**config.mk**
```make
export PLATFORM = sky130hd
export DESIGN_NAME = muldiv_controller
export DESIGN_NICKNAME = d
export VERILOG_FILES = /design/src/rtl/muldiv_controller.sv
export SDC_FILE = /design/constraint.sdc
export NUM_CORES = 1
export LEC_CHECK = 0
export ABC_AREA = 1
export CORE_AREA = 2 2 155 157
export DETAILED_ROUTE_END_ITERATION = 10
export DIE_AREA = 0 0 157 159
export GPL_TIMING_DRIVEN = 0
export PLACE_DENSITY = 0.7
export SLEW_MARGIN = 5
export SYNTH_ARGS = -nofsm -noshare
export SYNTH_HDL_FRONTEND = slang
export SYNTH_SLANG_ARGS = --single-unit
export TNS_END_PERCENT = 5
```
**constraint.sdc**
```tcl
create_clock -name clock -period 5.7 [get_ports clock]
set_clock_uncertainty 0.1 [all_clocks]
set_input_delay 1.14 -clock clock [delete_from_list [all_inputs] [get_ports clock]]
set_output_delay 1.14 -clock clock [all_outputs]
set_load 0.05 [all_outputs]
```
**src/rtl/muldiv_controller.sv**
```systemverilog
// muldiv_controller: HI/LO sequencing for MIPS-style multiply/divide.
//
// Accepts MULT/MULTU/DIV/DIVU/MTHI/MTLO from the EX stage, latches the
// operands, drives an external fixed-latency multiplier and a handshake
// divider, and owns the architectural HI/LO registers.
//
// Ports
//   clock, reset          single clock, asynchronous active-high reset
//   req_valid/op/src1/src2  request from EX; req_ready = accepted this cycle
//   req_done              one-cycle pulse; HI/LO update at the closing edge
//   flush                 abandon any in-flight operation
//   mul_*                 multiplier operands / 64-bit result
//   div_*                 divider request, operands and response
//   hi_value, lo_value    architectural HI/LO
//   busy                  high whenever the controller is not idle
//
// Configuration
//   MULDIV_HILO_BYPASS_EN  when defined, hi_value/lo_value show the value
//                          being written during the req_done cycle.
module muldiv_controller #(
    parameter int MUL_LATENCY = 2
) (
    input  logic        clock,
    input  logic        reset,
    input  logic        req_valid,
    input  logic [2:0]  req_op,
    input  logic [31:0] req_src1,
    input  logic [31:0] req_src2,
    output logic        req_ready,
    output logic        req_done,
    input  logic        flush,
    output logic [31:0] mul_input1,
    output logic [31:0] mul_input2,
    output logic        mul_signed,
    input  logic [63:0] mul_result,
    output logic        div_request_valid,
    output logic        div_signed,
    output logic [31:0] div_input1,
    output logic [31:0] div_input2,
    input  logic        div_result_valid,
    input  logic [31:0] div_quotient,
    input  logic [31:0] div_remainder,
    output logic [31:0] hi_value,
    output logic [31:0] lo_value,
    output logic        busy
);

    typedef enum logic [1:0] {IDLE, MUL, DIV} state_t;

    localparam logic [2:0] MUL_INIT = 3'(MUL_LATENCY - 1);

    state_t      state;
    logic [2:0]  wait_cnt;
    logic [31:0] hi_q, lo_q, op1_q, op2_q;
    logic [31:0] hi_nxt, lo_nxt;
    logic        sign_q, busy_q, dreq_q;

    logic legal, accept, is_mul, is_div, is_mt, div_zero, mul_fin, div_fin;

    assign req_ready = (state == IDLE) & ~flush & ~reset;
    assign legal     = (req_op <= 3'd5);
    assign accept    = req_valid & req_ready & legal;
    assign is_mul    = accept & (req_op[2:1] == 2'b00);
    assign is_div    = accept & (req_op[2:1] == 2'b01);
    assign is_mt     = accept & req_op[2];
    assign div_zero  = is_div & (req_src2 == 32'd0);

    // flush must win over a coincident completion
    assign mul_fin   = (state == MUL) & (wait_cnt == 3'd0) & ~flush;
    assign div_fin   = (state == DIV) & div_result_valid & ~flush;

    // MTHI/MTLO and divide-by-zero complete in the acceptance cycle itself
    assign req_done  = is_mt | div_zero | mul_fin | div_fin;

    always_comb begin
        hi_nxt = hi_q;
        lo_nxt = lo_q;
        if (is_mt && !req_op[0]) hi_nxt = req_src1;
        if (is_mt &&  req_op[0]) lo_nxt = req_src1;
        if (mul_fin) {hi_nxt, lo_nxt} = mul_result;
        if (div_fin) begin
            hi_nxt = div_remainder;
            lo_nxt = div_quotient;
        end
    end

    always_ff @(posedge clock or posedge reset) begin
        if (reset) begin
            state    <= IDLE;
            wait_cnt <= '0;
            hi_q     <= '0;
            lo_q     <= '0;
            op1_q    <= '0;
            op2_q    <= '0;
            sign_q   <= 1'b0;
            busy_q   <= 1'b0;
            dreq_q   <= 1'b0;
        end else begin
            hi_q <= hi_nxt;
            lo_q <= lo_nxt;
            if (accept) begin
                op1_q  <= req_src1;
                op2_q  <= req_src2;
                sign_q <= ~req_op[0];   // MULT/DIV have op[0] = 0
            end
            if (flush) begin
                state    <= IDLE;
                wait_cnt <= '0;
                busy_q   <= 1'b0;
                dreq_q   <= 1'b0;
            end else begin
                case (state)
                    IDLE: begin
                        if (is_mul) begin
                            state    <= MUL;
                            wait_cnt <= MUL_INIT;
                            busy_q   <= 1'b1;
                        end else if (is_div && !div_zero) begin
                            state  <= DIV;
                            busy_q <= 1'b1;
                            dreq_q <= 1'b1;
                        end
                    end
                    MUL: begin
                        if (wait_cnt == 3'd0) begin
                            state  <= IDLE;
                            busy_q <= 1'b0;
                        end else begin
                            wait_cnt <= wait_cnt - 3'd1;
                        end
                    end
                    DIV: begin
                        if (div_result_valid) begin
                            state  <= IDLE;
                            busy_q <= 1'b0;
                            dreq_q <= 1'b0;
                        end
                    end
                    default: begin
                        state  <= IDLE;
                        busy_q <= 1'b0;
                        dreq_q <= 1'b0;
                    end
                endcase
            end
        end
    end

    assign busy              = busy_q;
    assign div_request_valid = dreq_q;
    assign mul_input1        = op1_q;
    assign mul_input2        = op2_q;
    assign mul_signed        = sign_q;
    assign div_input1        = op1_q;
    assign div_input2        = op2_q;
    assign div_signed        = sign_q;

`ifdef MULDIV_HILO_BYPASS_EN
    assign hi_value = hi_nxt;
    assign lo_value = lo_nxt;
`else
    assign hi_value = hi_q;
    assign lo_value = lo_q;
`endif

endmodule

```
==> Flow_metrics.wiki <==
{| class="wikitable"
! Metric !! Value
|-
| Pre-CTS setup slack || 0.454 ns
|-
| Clock latency reported for the late side of the worst-skew pair || about 0.41 ns
|-
| Hold WS || 0.370 ns
|-
| Headroom to the max-slew limit || about three fifths
|-
| RSZ-0062 raised after global routing || false
|-
| Final max-slew violation count || 0
|-
| Proportion of netlist area held by the largest area contributor || between 40% and 50%
|-
| Adder and majority gate portion of the synthesized area || less than 1%
|-
| IO Port Bufs || 397
|-
| Per-instance average area after synthesis || roughly 7.6 sq um
|-
| Number of library cell types mapped by synthesis || 27
|-
| Initial antenna violation count || 0
|-
| CTS Hold Buffers Added || 0
|-
| Post-CTS Repair Setup Buffers || 0
|-
| Clock transition at path regs || about 0.060 ns
|-
| CP Data Arrival Time || between 3 and 4 ns
|-
| Fmax || a little under 200 MHz
|-
| Post-CTS resize count || 0
|-
| Result of the run || finished, final reports clean
|-
| Count of clock tree sinks || 136
|-
| Type of the worst setup path || in -> out
|-
| Leftover overflow at the end of global routing || 0
|-
| Post-Synth Simple-Gate Area || between 20% and 30%
|-
| Power per standard cell area || ~430 nW/um^2
|-
| Leading area contributor after synthesis || sky130_fd_sc_hd__dfrtp_1
|-
| Via density || about 4.5
|-
| Period Utilization, post-route || roughly 90%
|-
| Fin crit period || about 5.2 ns
|-
| Share of the synthesized netlist area taken by xor and xnor gates || 0%
|-
| Hold/Removal Path Class || reg -> reg
|-
| P_leak || 5.72 nW
|-
| Via count || approximately 7600
|-
| Critical Path Sink Type || output port
|-
| Final Hold Fails || 0
|-
| Cell type of the slowest stage on the worst timing path || sky130_fd_sc_hd__clkdlybuf4s50_1
|-
| # diodes || 0
|-
| ANT nets after route || 0
|-
| Worst path max stage delay || slightly above 0.8 ns
|-
| Num CTS Buffers || 17
|-
| Dpl hpwl || approximately 22000 microns
|-
| Share of synthesized area spent on multiplexers || 0%
|-
| Clock root buffer || sky130_fd_sc_hd__clkbuf_16
|-
| Number of setup violations in the final report || 0
|-
| Post-detailed-route wirelength per cell || roughly 17 microns
|-
| Register bit count reported by yosys || 136
|-
| Most frequent cells in the layout || sky130_fd_sc_hd__nand2_1 (437), sky130_fd_sc_hd__clkdlybuf4s50_1 (397), sky130_fd_sc_hd__dfrtp_1 (136)
|-
| Multi-input gate area || 3040 sq um
|-
| CTS tree || done
|-
| Least-Margin Pin Slew || approximately 0.62 ns
|-
| Max Buffers Root-to-Sink || 2
|-
| Maximum level of the CTS H-tree || 4
|-
| Area delta synth->final || 69.5%
|-
| Sequential cell area || 3400 sq um
|-
| Final weighted congestion in routability-driven placement || a little under 0.9
|-
| Total routing usage reported by global routing || between 20% and 30%
|-
| Gate Count Post-Synth || approximately 960
|-
| Main combinational cell family by area after synthesis || simple AND/OR/NAND/NOR gates
|-
| First-pass GRT wire length || ~43000 microns
|-
| Worst EP required || about 4.5 ns
|-
| Width of the chip || around 160 microns
|-
| Final net count || roughly 1600
|-
| Site row count || 56
|-
| Area of the die || between 20000 and 25000 sq um
|-
| Cell types occupying the most area after synthesis || sky130_fd_sc_hd__dfrtp_1 (46%), sky130_fd_sc_hd__nand2_1 (22%), sky130_fd_sc_hd__buf_4 (7.9%), sky130_fd_sc_hd__a21boi_1 (5.0%), sky130_fd_sc_hd__nor2_1 (4.6%)
|-
| Number of search-and-repair iterations in the first detailed-routing pass || 5
|-
| Drt drc || 0
|-
| Worst-path maximum fanout || 39
|-
| Effective utilization at floorplan || between 30% and 40%
|-
| Number of max-cap violations || 0
|-
| Crit start category || primary input
|-
| Fillcell total || 2205
|-
| Top-level I/O count || approximately 400
|-
| Die Ht || 159 microns
|-
| Crit path max-delay family || buffers and inverters
|-
| Core area || approximately 23000 sq um
|-
| Yosys warns || 0
|-
| Sequential share of the synthesized area || between 40% and 50%
|-
| Maximum vdd ir drop || between 200 and 250 uV
|-
| Initial DRC count || 311
|-
| Worst setup margin || 0.530 ns
|-
| Fraction of the mapped netlist area in compound gates || 11.6%
|-
| Layout Utilization || approximately 53%
|-
| Maximum number of pins on one net before global-route repair || 40
|-
| Cell-by-cell listing of the critical path || clkdlybuf4s50_1 -> clkinvlp_4 -> buf_12 -> buf_12 -> nand3_4 -> nor2_8 -> inv_2 -> nor2_4 -> a21oi_1 -> nand3_1 -> clkdlybuf4s50_1
|-
| Final wirelength || 28400 microns
|-
| Via count of the first global-routing pass || 7581
|-
| Net Count, Synth || 1164
|-
| Most common cell after layout, fill and taps aside || sky130_fd_sc_hd__nand2_1
|-
| Share of final-layout standard cells stronger than drive strength 1 || about 11%
|-
| Number of buffers and inverters on the critical path || 6
|-
| Synth Cell Area || around 7300 sq um
|}
## power by group
group | total (mW) | internal [mW] | switching [mW]
Sequential | 1.41 | 1.23 | 0.183
Clock | 1.21 | 0.771 | 0.442
Combinational | 2.73 | 0.972 | 1.76
## kinds of logic after synthesis
logic type,Yosys count
AOI/OAI and AO/OA,138
adders and majority gates,2
buffers and inverters,135
DFF,136
and+or+nand+nor,551
## sequential cells by signal, summed over array words and instances (netlist names)
name / cells
div_input1: 32
div_input2: 32
hi_value: 32
lo_value: 32
wait_cnt: 3
state: 2
busy: 1
div_request_valid: 1
div_signed: 1
## Yosys cell counts
master / n
sky130_fd_sc_hd__buf_2: 10
sky130_fd_sc_hd__nand4_1: 1
sky130_fd_sc_hd__nor2_1: 90
sky130_fd_sc_hd__clkbuf_4: 1
sky130_fd_sc_hd__clkbuf_1: 13
sky130_fd_sc_hd__nor3_2: 1
sky130_fd_sc_hd__nand2_4: 2
sky130_fd_sc_hd__nor2_8: 1
sky130_fd_sc_hd__a21boi_0: 15
sky130_fd_sc_hd__or2_2: 3
sky130_fd_sc_hd__nand3_4: 1
sky130_fd_sc_hd__buf_1: 5
sky130_fd_sc_hd__nor2_2: 2
sky130_fd_sc_hd__inv_1: 17
sky130_fd_sc_hd__o21ai_0: 9
sky130_fd_sc_hd__ha_1: 2
sky130_fd_sc_hd__nor2_4: 2
sky130_fd_sc_hd__dfrtp_1: 136
sky130_fd_sc_hd__nand2_1: 437
sky130_fd_sc_hd__a21boi_1: 49
sky130_fd_sc_hd__inv_2: 4
sky130_fd_sc_hd__buf_6: 8
sky130_fd_sc_hd__a21oi_1: 65
sky130_fd_sc_hd__nand2_2: 4
sky130_fd_sc_hd__nor3_1: 3
sky130_fd_sc_hd__nand3_1: 4
sky130_fd_sc_hd__buf_4: 77
## cell type report
class,count,area share (%)
Multi-Input combinational cell,691,24.5
Inverter,21,0.666
Timing Repair Buffer,401,32.7
Clock inverter,12,1.63
Buffer,114,6.39
Clock buffer,17,3.43
Sequential cell,136,27.4
Tap cell,319,3.22
## metrics by stage
step                instance area, sq um  TNS (ns)  instances  total power [mW]
floorplan                           7320         0        962              3.13
global placement                   11700   -103.39       1678              4.14
detailed placement                 11800         0       1682              4.17
CTS                                12400         0       1711              5.40
global route                       12400         0       1711              5.58
finish                             12400         0       1711              5.36
## metal layers
metal / GRT usage (%) / wire, microns / vias up / part of all wire (%)
li1: - / - / 3782 / -
met1: 27.1 / 11500 / 3541 / 41
met2: 40.5 / 14300 / 306 / 50
met3: 5.99 / 2200 / 20 / 7.8
met4: 5.25 / 320 / 0 / 1.1
met5: 0 / 0 / - / 0
## worst min-delay path: cells and delay by family, from the launching register on
family        cells  cell delay (ns)
simple gates      2             0.10
flops             1             0.34
## final timing paths
path / start / end / slack, ns / depth (start not counted)
max: reset / req_done / 0.53 / 11
min: busy / busy / 0.37 / 2
max reg2reg: state[0] / hi_value[12] / 3.52 / 9
min reg2reg: busy / busy / 0.37 / 2
max in group asynchronous: reset / hi_value[28] / 3.92 / 4
min in group asynchronous: reset / div_input1[8] / 0.88 / 2
(Power assumes the default switching activity.)
